`config.mk`:
```
export PLATFORM = sky130hd
export DESIGN_NAME = wash_program_sequencer
export DESIGN_NICKNAME = d
export VERILOG_FILES = /design/src/rtl/wash_pkg.sv /design/src/rtl/wash_program_sequencer_timer.sv /design/src/rtl/wash_program_sequencer.sv
export SDC_FILE = /design/constraint.sdc
export NUM_CORES = 1
export LEC_CHECK = 0
export BUFFER_PORTS_ARGS = -buffer_cell sky130_fd_sc_hd__buf_4
export CAP_MARGIN = 20
export CORE_MARGIN = 5
export CORE_UTILIZATION = 45
export DETAILED_ROUTE_END_ITERATION = 12
export PLACE_DENSITY_LB_ADDON = 0.3
export RECOVER_POWER = 50
export SYNTH_ARGS = -nofsm -noshare
export SYNTH_HDL_FRONTEND = slang
export SYNTH_SLANG_ARGS = --single-unit
```
`constraint.sdc`:
```
create_clock -name clk -period 7.7 [get_ports clk]
set_input_delay 2.31 -clock clk [delete_from_list [all_inputs] [get_ports clk]]
set_output_delay 2.31 -clock clk [all_outputs]
set_load 0.02 [all_outputs]
```
`src/rtl/wash_pkg.sv`:
```
// Shared types and timing table for the wash program sequencer.
// Optional feature macro used by the top level: DOOR_LOCK_EN.
package wash_pkg;

  typedef enum logic [3:0] {
    ST_IDLE  = 4'd0,
    ST_FILL  = 4'd1,
    ST_FWD   = 4'd2,
    ST_REST  = 4'd3,
    ST_REV   = 4'd4,
    ST_DRAIN = 4'd5,
    ST_SPIN  = 4'd6,
    ST_DONE  = 4'd7,
    ST_HOLD  = 4'd8
  } state_t;

  localparam logic [1:0] MODE_NORM    = 2'b00;
  localparam logic [1:0] MODE_WOOL    = 2'b01;
  localparam logic [1:0] MODE_QUICK   = 2'b10;
  localparam logic [1:0] MODE_ILLEGAL = 2'b11;

  localparam logic [7:0] FILL_S      = 8'd3;
  localparam logic [7:0] REST_S      = 8'd1;
  localparam logic [7:0] DRAIN_S     = 8'd4;
  localparam logic [7:0] SPIN_S      = 8'd6;
  localparam logic [7:0] NORM_RUN_S  = 8'd10;
  localparam logic [7:0] WOOL_RUN_S  = 8'd5;
  localparam logic [7:0] QUICK_RUN_S = 8'd10;
  localparam logic [3:0] NORM_CYC    = 4'd8;
  localparam logic [3:0] WOOL_CYC    = 4'd11;
  localparam logic [3:0] QUICK_CYC   = 4'd6;

  // Agitation run time (FWD/REV) for a program mode.
  function automatic logic [7:0] run_time(input logic [1:0] m);
    case (m)
      MODE_WOOL:  run_time = WOOL_RUN_S;
      MODE_QUICK: run_time = QUICK_RUN_S;
      default:    run_time = NORM_RUN_S;
    endcase
  endfunction

  // Number of agitation cycles for a program mode.
  function automatic logic [3:0] mode_cycles(input logic [1:0] m);
    case (m)
      MODE_WOOL:  mode_cycles = WOOL_CYC;
      MODE_QUICK: mode_cycles = QUICK_CYC;
      default:    mode_cycles = NORM_CYC;
    endcase
  endfunction

  // Duration loaded into the phase timer on entry to a state.
  function automatic logic [7:0] phase_dur(input logic [1:0] m, input state_t s);
    case (s)
      ST_FILL:         phase_dur = FILL_S;
      ST_FWD, ST_REV:  phase_dur = run_time(m);
      ST_REST:         phase_dur = REST_S;
      ST_DRAIN:        phase_dur = DRAIN_S;
      ST_SPIN:         phase_dur = SPIN_S;
      default:         phase_dur = '0;
    endcase
  endfunction

  // 3-bit display code of a program state (HOLD never displayed directly).
  function automatic logic [2:0] phase_code(input state_t s);
    case (s)
      ST_FILL:  phase_code = 3'd1;
      ST_FWD:   phase_code = 3'd2;
      ST_REST:  phase_code = 3'd3;
      ST_REV:   phase_code = 3'd4;
      ST_DRAIN: phase_code = 3'd5;
      ST_SPIN:  phase_code = 3'd6;
      ST_DONE:  phase_code = 3'd7;
      default:  phase_code = 3'd0;
    endcase
  endfunction

endpackage

```
`src/rtl/wash_program_sequencer_timer.sv`:
```
// Per-phase seconds down-counter: load has priority, freeze blocks ticks,
// expiry flags the tick that would take the count from 1 to 0.
module wash_phase_timer (
  input  logic       clk,
  input  logic       reset_n,
  input  logic       load,
  input  logic [7:0] load_val,
  input  logic       freeze,
  input  logic       tick,
  output logic [7:0] sec_left,
  output logic       expire
);

  // Seconds counter: load, else count down on an unfrozen tick.
  always_ff @(posedge clk or negedge reset_n) begin
    if (!reset_n) begin
      sec_left <= '0;
    end else if (load) begin
      sec_left <= load_val;
    end else if (tick && !freeze && (sec_left != '0)) begin
      sec_left <= sec_left - 8'd1;
    end
  end

  assign expire = tick & ~freeze & (sec_left == 8'd1);

endmodule

```
`src/rtl/wash_program_sequencer.sv`:
```
// Wash program sequencer: fill, agitation cycles, drain, spin, done.
// Optional feature macro: DOOR_LOCK_EN (adds door_lock and a post-spin dwell).
module wash_program_sequencer
  import wash_pkg::*;
(
  input  logic       clk,
  input  logic       reset_n,
  input  logic       tick,
  input  logic       start,
  input  logic       pause,
  input  logic       cover_closed,
  input  logic       water_connected,
  input  logic [1:0] mode,
  output logic       valve_in,
  output logic       drain_valve,
  output logic       motor_fwd,
  output logic       motor_rev,
  output logic [2:0] phase,
  output logic [3:0] cycle_cnt,
  output logic [7:0] sec_left,
  output logic       done,
`ifdef DOOR_LOCK_EN
  output logic       door_lock,
`endif
  output logic       fault
);

  state_t     state, state_nxt, saved_q;
  logic [1:0] mode_q, eff_mode;
  logic       start_d, start_rise;
  logic       rest_end, rest_end_nxt;
  logic       cnt_inc, cnt_clr;
  logic [3:0] cnt_plus;
  logic       load, freeze, expire;
  logic [7:0] load_val;
  logic       hold_cause, resume_blocked, dwell_over;

  assign start_rise = start & ~start_d;
  assign eff_mode   = (state == ST_IDLE) ? mode : mode_q;
  assign cnt_plus   = cycle_cnt + 4'd1;

  assign hold_cause     = pause | ~cover_closed | (~water_connected & (state == ST_FILL));
  assign resume_blocked = pause | ~cover_closed | (~water_connected & (saved_q == ST_FILL));

`ifdef DOOR_LOCK_EN
  assign dwell_over = (sec_left == '0);
`else
  assign dwell_over = 1'b1;
`endif

  wash_phase_timer u_timer (
    .clk      (clk),
    .reset_n  (reset_n),
    .load     (load),
    .load_val (load_val),
    .freeze   (freeze),
    .tick     (tick),
    .sec_left (sec_left),
    .expire   (expire)
  );

  // State, saved state, latched mode, cycle count and start edge history.
  always_ff @(posedge clk or negedge reset_n) begin
    if (!reset_n) begin
      state     <= ST_IDLE;
      saved_q   <= ST_IDLE;
      mode_q    <= MODE_NORM;
      start_d   <= 1'b0;
      rest_end  <= 1'b0;
      cycle_cnt <= '0;
    end else begin
      state    <= state_nxt;
      start_d  <= start;
      rest_end <= rest_end_nxt;
      if (state != ST_HOLD && state_nxt == ST_HOLD) saved_q <= state;
      if (state == ST_IDLE && state_nxt == ST_FILL) mode_q <= mode;
      if (cnt_clr)      cycle_cnt <= '0;
      else if (cnt_inc) cycle_cnt <= cnt_plus;
    end
  end

  // Next-state and timer control; hold requests take priority over expiry.
  always_comb begin
    state_nxt    = state;
    load         = 1'b0;
    freeze       = 1'b0;
    cnt_inc      = 1'b0;
    cnt_clr      = 1'b0;
    rest_end_nxt = rest_end;
    case (state)
      ST_IDLE: begin
        if (start_rise && cover_closed && water_connected && mode != MODE_ILLEGAL) begin
          state_nxt = ST_FILL;
          load      = 1'b1;
        end
      end
      ST_FILL, ST_FWD, ST_REST, ST_REV, ST_DRAIN, ST_SPIN: begin
        if (hold_cause) begin
          state_nxt = ST_HOLD;
          freeze    = 1'b1;
        end else if (expire) begin
          load = 1'b1;
          case (state)
            ST_FILL:  state_nxt = ST_FWD;
            ST_FWD: begin
              state_nxt    = ST_REST;
              rest_end_nxt = 1'b0;
            end
            ST_REV: begin
              state_nxt    = ST_REST;
              rest_end_nxt = 1'b1;
            end
            ST_REST: begin
              if (!rest_end) begin
                state_nxt = ST_REV;
              end else begin
                cnt_inc   = 1'b1;
                state_nxt = (cnt_plus == mode_cycles(mode_q)) ? ST_DRAIN : ST_FWD;
              end
            end
            ST_DRAIN: state_nxt = ST_SPIN;
            ST_SPIN:  state_nxt = ST_DONE;
            default:  state_nxt = ST_IDLE;
          endcase
        end
      end
      ST_HOLD: begin
        freeze = 1'b1;
        if (!resume_blocked) state_nxt = saved_q;
      end
      ST_DONE: begin
        if (!start && dwell_over) begin
          state_nxt = ST_IDLE;
          load      = 1'b1;
          cnt_clr   = 1'b1;
        end
      end
      default: state_nxt = ST_IDLE;
    endcase
    load_val = phase_dur(eff_mode, state_nxt);
`ifdef DOOR_LOCK_EN
    if (state_nxt == ST_DONE) load_val = SPIN_S;
`endif
  end

  // Actuator and status decode; HOLD shows the interrupted phase.
  always_comb begin
    valve_in    = (state == ST_FILL);
    motor_fwd   = (state == ST_FWD) || (state == ST_SPIN);
    motor_rev   = (state == ST_REV);
    drain_valve = (state == ST_DRAIN) || (state == ST_SPIN);
    phase       = (state == ST_HOLD) ? phase_code(saved_q) : phase_code(state);
    done        = (state == ST_DONE) && dwell_over;
    fault       = (state == ST_HOLD) &&
                  (!cover_closed || (!water_connected && saved_q == ST_FILL));
`ifdef DOOR_LOCK_EN
    door_lock   = (state != ST_IDLE && state != ST_DONE) ||
                  (state == ST_DONE && !dwell_over);
`endif
  end

endmodule

```
Word-level counts from Yosys, hierarchy flattened
Index checks and enable logic that the tools add are counted.
Widths: inputs -> output; s select.

word-level totals
  input bits = 9
  logic and storage cells = 114
  bits in registers = 24

cells by class
  add/sub/neg operators = 2
  bitwise logic cells = 13
  equality and inequality tests = 29
  multiplexer cells = 39
  reduce and logical (&&, ||, !) cells = 24

operators with widths
  kind                 count
  $mux 4               13
  $eq 4x3->1 const B   11
  $pmux 3 s7           2
  $eq 4x2->1 const B   6
  $pmux 4 s5           1
  $mux 8               2
  $pmux 4 s4           1
  $pmux 3 s5           1
  $eq 4x1->1 const B   3
  $mux 1               11
  $logic_and 1x1->1    9
  $mux 3               3
  $eq 4x4->1 const B   2
  $eq 8x1->1 const B   1
  $pmux 4 s2           1
  $reduce_bool 8->1    1
  $sub 8x1->8 const B  1
  $reduce_bool 2->1    3
  $reduce_or 6->1      1
  $and 1x1->1          5
  $not 1->1            5
  $add 4x1->4 const B  1
  $eq 2x1->1 const B   2
  $eq 4x4->1           1
  other kinds (12)     20

Depth between registers and ports, before layout
  word-level depth = 22
  mapped depth = 10

Hierarchy
Synthesis repeated with hierarchy kept, for this count alone.

unflattened totals
  cells, all modules = 209
  area, all modules = 1734.2 um2

modules (own cells, without submodules)
  module                  area an instance (um2)  sequential area each (um2)  times used  cells an instance
  wash_program_sequencer  1189.9                  400.4                       1           148
  wash_phase_timer        544.3                   200.2                       1           61

Least setup slack after synthesis
No wires, ideal clock.

  kind = input-to-output
  from = in water_connected
  to = out fault
  arrival = 3.022 ns
  stages = 3
  slack = 2.368 ns
  required time = 5.390 ns
  buffers on the path = 0
  path through = nor4_1 > nand2_1 > a21oi_1

between the ends
  word-level cells in the longest chain between the ends = 4

ends and longest elaborated chain
  what               line                           text
  start, declared    wash_program_sequencer.sv:12   input logic water_connected,
  $logic_not 1->1    wash_program_sequencer.sv:155  (!cover_closed || (!water_connected && saved_q == ST_FILL));
  $logic_and 1x1->1  wash_program_sequencer.sv:155
  $logic_or 1x1->1   wash_program_sequencer.sv:155
  $logic_and 1x1->1  wash_program_sequencer.sv:154  fault = (state == ST_HOLD) &&
  end, declared      wash_program_sequencer.sv:25   output logic fault

Every way passes these cells.

Worst setup path in the final report
Ends and elaborated chain as after synthesis.

==> metrics.csv <==
stage,metric,value,unit
cts,CTS Buffer Depth,2,
timing,"Setup violations, final",0,
timing,setup ws final,2.25,ns
yosys,top cell type's share of synthesized area,0.349,
yosys,Yosys top cell by area,dfrtp_1,
yosys,sequential share of the synthesized area,0.349,
routing,Detail Route Antenna Nets,0,
yosys,Cell variety after synth,54,
place,cell area after placement,1970,µm²
timing,Worst Skew,0.00394,ns
layout,"Design Area, Final",2010,µm²
cts,Worst-path clk slew,0.09,ns
power_and_ir_drop,PwrDens,234,nW/µm²
critical_path,startpoint types,input port,
cts,clk sinks,24,
hold_path,HP Class,flop to flop,
routing,violation count after the first detailed-route iteration,51,
timing,Relative slew margins,0.135,
global_routing,total gr overflow,0,
layout,Area growth syn-to-layout,16.7,%
yosys,#FFs+latches synth,24,
yosys,ys async rst share,1.00,
timing,RSZ-0062 raised after global routing,false,
critical_path,crit-path max FO,4,
cts,total CTS buffers,3,
floorplan,IO Pins,30,
place,DP HPWL,2910,µm
critical_path,Reg2Reg Setup Slack,4.83,ns
floorplan,Die Wd,71.8,µm
layout,register area,601,µm²
routing,DRT Pass-1 Iters,4,
critical_path,path depth of the worst reg2reg path,9,
power_and_ir_drop,Final Power,471,µW
global_routing,initial antenna violation count,0,
floorplan,row count,22,
cts,post-CTS setup buffers,0,
critical_path,crit path to,fault,
global_routing,largest net degree at the start of global routing,25,
power_and_ir_drop,Peak VDD IR,0.000110,V
yosys,Syn Inst Count,201,
yosys,mean post-synth cell area,8.55,µm²
routing,drt total wl,3840,µm
place,PortBufs,29,
place,Final Wtd Congestion,0.889,
critical_path,Worst R2R End,u_timer.sec_left[0],
yosys,largest cells by area after synthesis,"dfrtp_1 (35%), nor2_1 (5.7%), xnor2_1 (4.6%)",
global_routing,GRT Util Overall,0.163,
critical_path,reg-to-reg startpoint,cycle_cnt[0],
yosys,top_reg_cell synth,dfrtp_1,
routing,wire per inst,13.9,µm
routing,drc violations,0,
timing,TNS Setup,0,ns
power_and_ir_drop,Lkg Pwr,0.000849,µW
yosys,Post-synth EDFFs,0,
yosys,post-synth design cell area,1720,µm²
layout,# fillers,365,
hold_path,Hold Crit Depth,1,
layout,n_diodes,0,
global_routing,number of global-route vias before repair,1489,
layout,Final nets,243,
run,Max-cap violations,0,
critical_path,Crit. Startpoint,water_connected,
routing,Via density,5.60,
floorplan,area of the die,5160,µm²
routing,DR vias,1546,
cts,H-tree depth,1,
global_routing,global-route wire length before repair,6770,µm
cts,Clock Root Buffer,clkbuf_8,
layout,area of the multi-input gates,1050,µm²
timing,final hold slack,0.557,ns
timing,Fin. Hold Viols,0,
critical_path,crit path capture type,primary output,
critical_path,worst path arrival time,3.14,ns
cts,CTS tree,built,
cts,Hold Buf Count CTS,0,
yosys,Post-Synthesis Net Count,215,
layout,layout cells sized above 1,0.175,
timing,maximum clock frequency,184,MHz
floorplan,Core Box Area,3690,µm²
timing,Final period util,0.708,
place,Place WS,2.27,ns
floorplan,initial core utilization,0.466,
run_status,status,"complete, no violations",
yosys,Synth Warn #,0,
cts,worst-skew pair later-pin latency,0.28,ns
timing,final slew viol count,0,
critical_path,worst path required time,5.39,ns
floorplan,Die H,71.8,µm
timing,Worst-Margin Slew,1.30,ns
critical_path,critical path class,input port to primary output,
timing,final critical-path required period,5.45,ns
cts,post-CTS sizing,0,
[registers in the layout (all words and copies together) (netlist names)]
| register | flops |
|---|---|
| state | 4 |
| rest_end | 1 |
| cycle_cnt | 4 |
| u_timer.sec_left | 8 |
| saved_q | 4 |
| start_d | 1 |
| mode_q | 2 |
[cell type report]
class	count	area share
clock buffers	3	0.0206
clock inverters	1	0.0150
inverters	11	0.0206
multi-input cells	160	0.523
flip-flops and latches	24	0.299
well taps	48	0.0299
repair buffers	29	0.0916
[how the worst min path moves through the flow]
stage               startpoint  slack [ns]    endpoint
floorplan           saved_q[1]        0.49  saved_q[1]
global placement    saved_q[3]        0.54  saved_q[3]
detailed placement  saved_q[3]        0.54  saved_q[3]
CTS                 saved_q[3]        0.56  saved_q[3]
global route        saved_q[3]        0.61  saved_q[3]
finish              saved_q[3]        0.56  saved_q[3]
[metrics by stage]
| step | cells | utilization |
|---|---|---|
| floorplan | 201 | - |
| global placement | 272 | 0.534 |
| detailed placement | 272 | 0.534 |
| CTS | 276 | 0.553 |
| global route | 276 | 0.544 |
| finish | 276 | 0.544 |
[power by group]
| group | leakage [µW] | switching (µW) | internal [µW] | total, µW |
|---|---|---|---|---|
| sequential | 0.000316 | 36.2 | 151 | 187 |
| combinational | 0.000497 | 93.9 | 76.3 | 170 |
| clock | 0.0000357 | 43.9 | 69.7 | 114 |
| total | 0.000849 | 174 | 297 | 471 |
[cells by family after synthesis]
kind of cell | after synthesis | synth area share
and+or+nand+nor | 97 | 0.322
AOI/OAI and AO/OA | 46 | 0.190
DFF | 24 | 0.349
buffers and inverters | 17 | 0.0400
xor gates and xnor gates | 11 | 0.0560
adders and majority gates | 5 | 0.0364
muxes | 1 | 0.00655
[synth_stat cells, drive strengths merged (2+ instances only)]
cell	count
a211o	2
a211oi	3
a21oi	8
a31oi	5
and2	4
and3	2
and3b	2
buf	4
clkbuf	2
dfrtp	24
ha	5
inv	11
nand2	20
nand2b	4
nand3	5
nand3b	2
nand4	3
nor2	27
nor2b	3
nor3	11
nor3b	2
nor4	4
o21ai	15
o31ai	2
o32ai	2
or3	2
or4b	3
xnor2	9
xor2	2
[routing by layer]
metal,share of wire,track usage,vias to the layer above
li1,-,-,778
met1,0.48,0.219,736
met2,0.47,0.266,26
met3,0.035,0.0281,6
met4,0.013,0.0501,0
met5,0,0,-
[cell usage in the layout, fill, tap and decap left out, types with 2 or more instances in the layout]
cell type	count
a211o_1	2
a211oi_1	2
a21oi_1	8
a31oi_1	5
and2_1	3
and3b_1	2
buf_4	20
clkbuf_1	9
clkbuf_8	3
dfrtp_1	24
ha_1	5
inv_1	11
nand2_1	19
nand2b_1	4
nand3_1	4
nand3b_1	2
nand4_1	3
nor2_1	26
nor2b_1	3
nor3_1	9
nor3b_1	2
nor4_1	3
o21ai_0	14
o31ai_1	2
o32ai_1	2
or4b_1	2
xnor2_1	9
xor2_1	2
[worst max-delay path, cell delays in order]
cell and delay (ns):
buf_4 0.12, nor4_1 0.26, nand2_1 0.12, a21oi_1 0.16
buf_4 0.16
No activity file was read; power rests on OpenSTA's default activity.
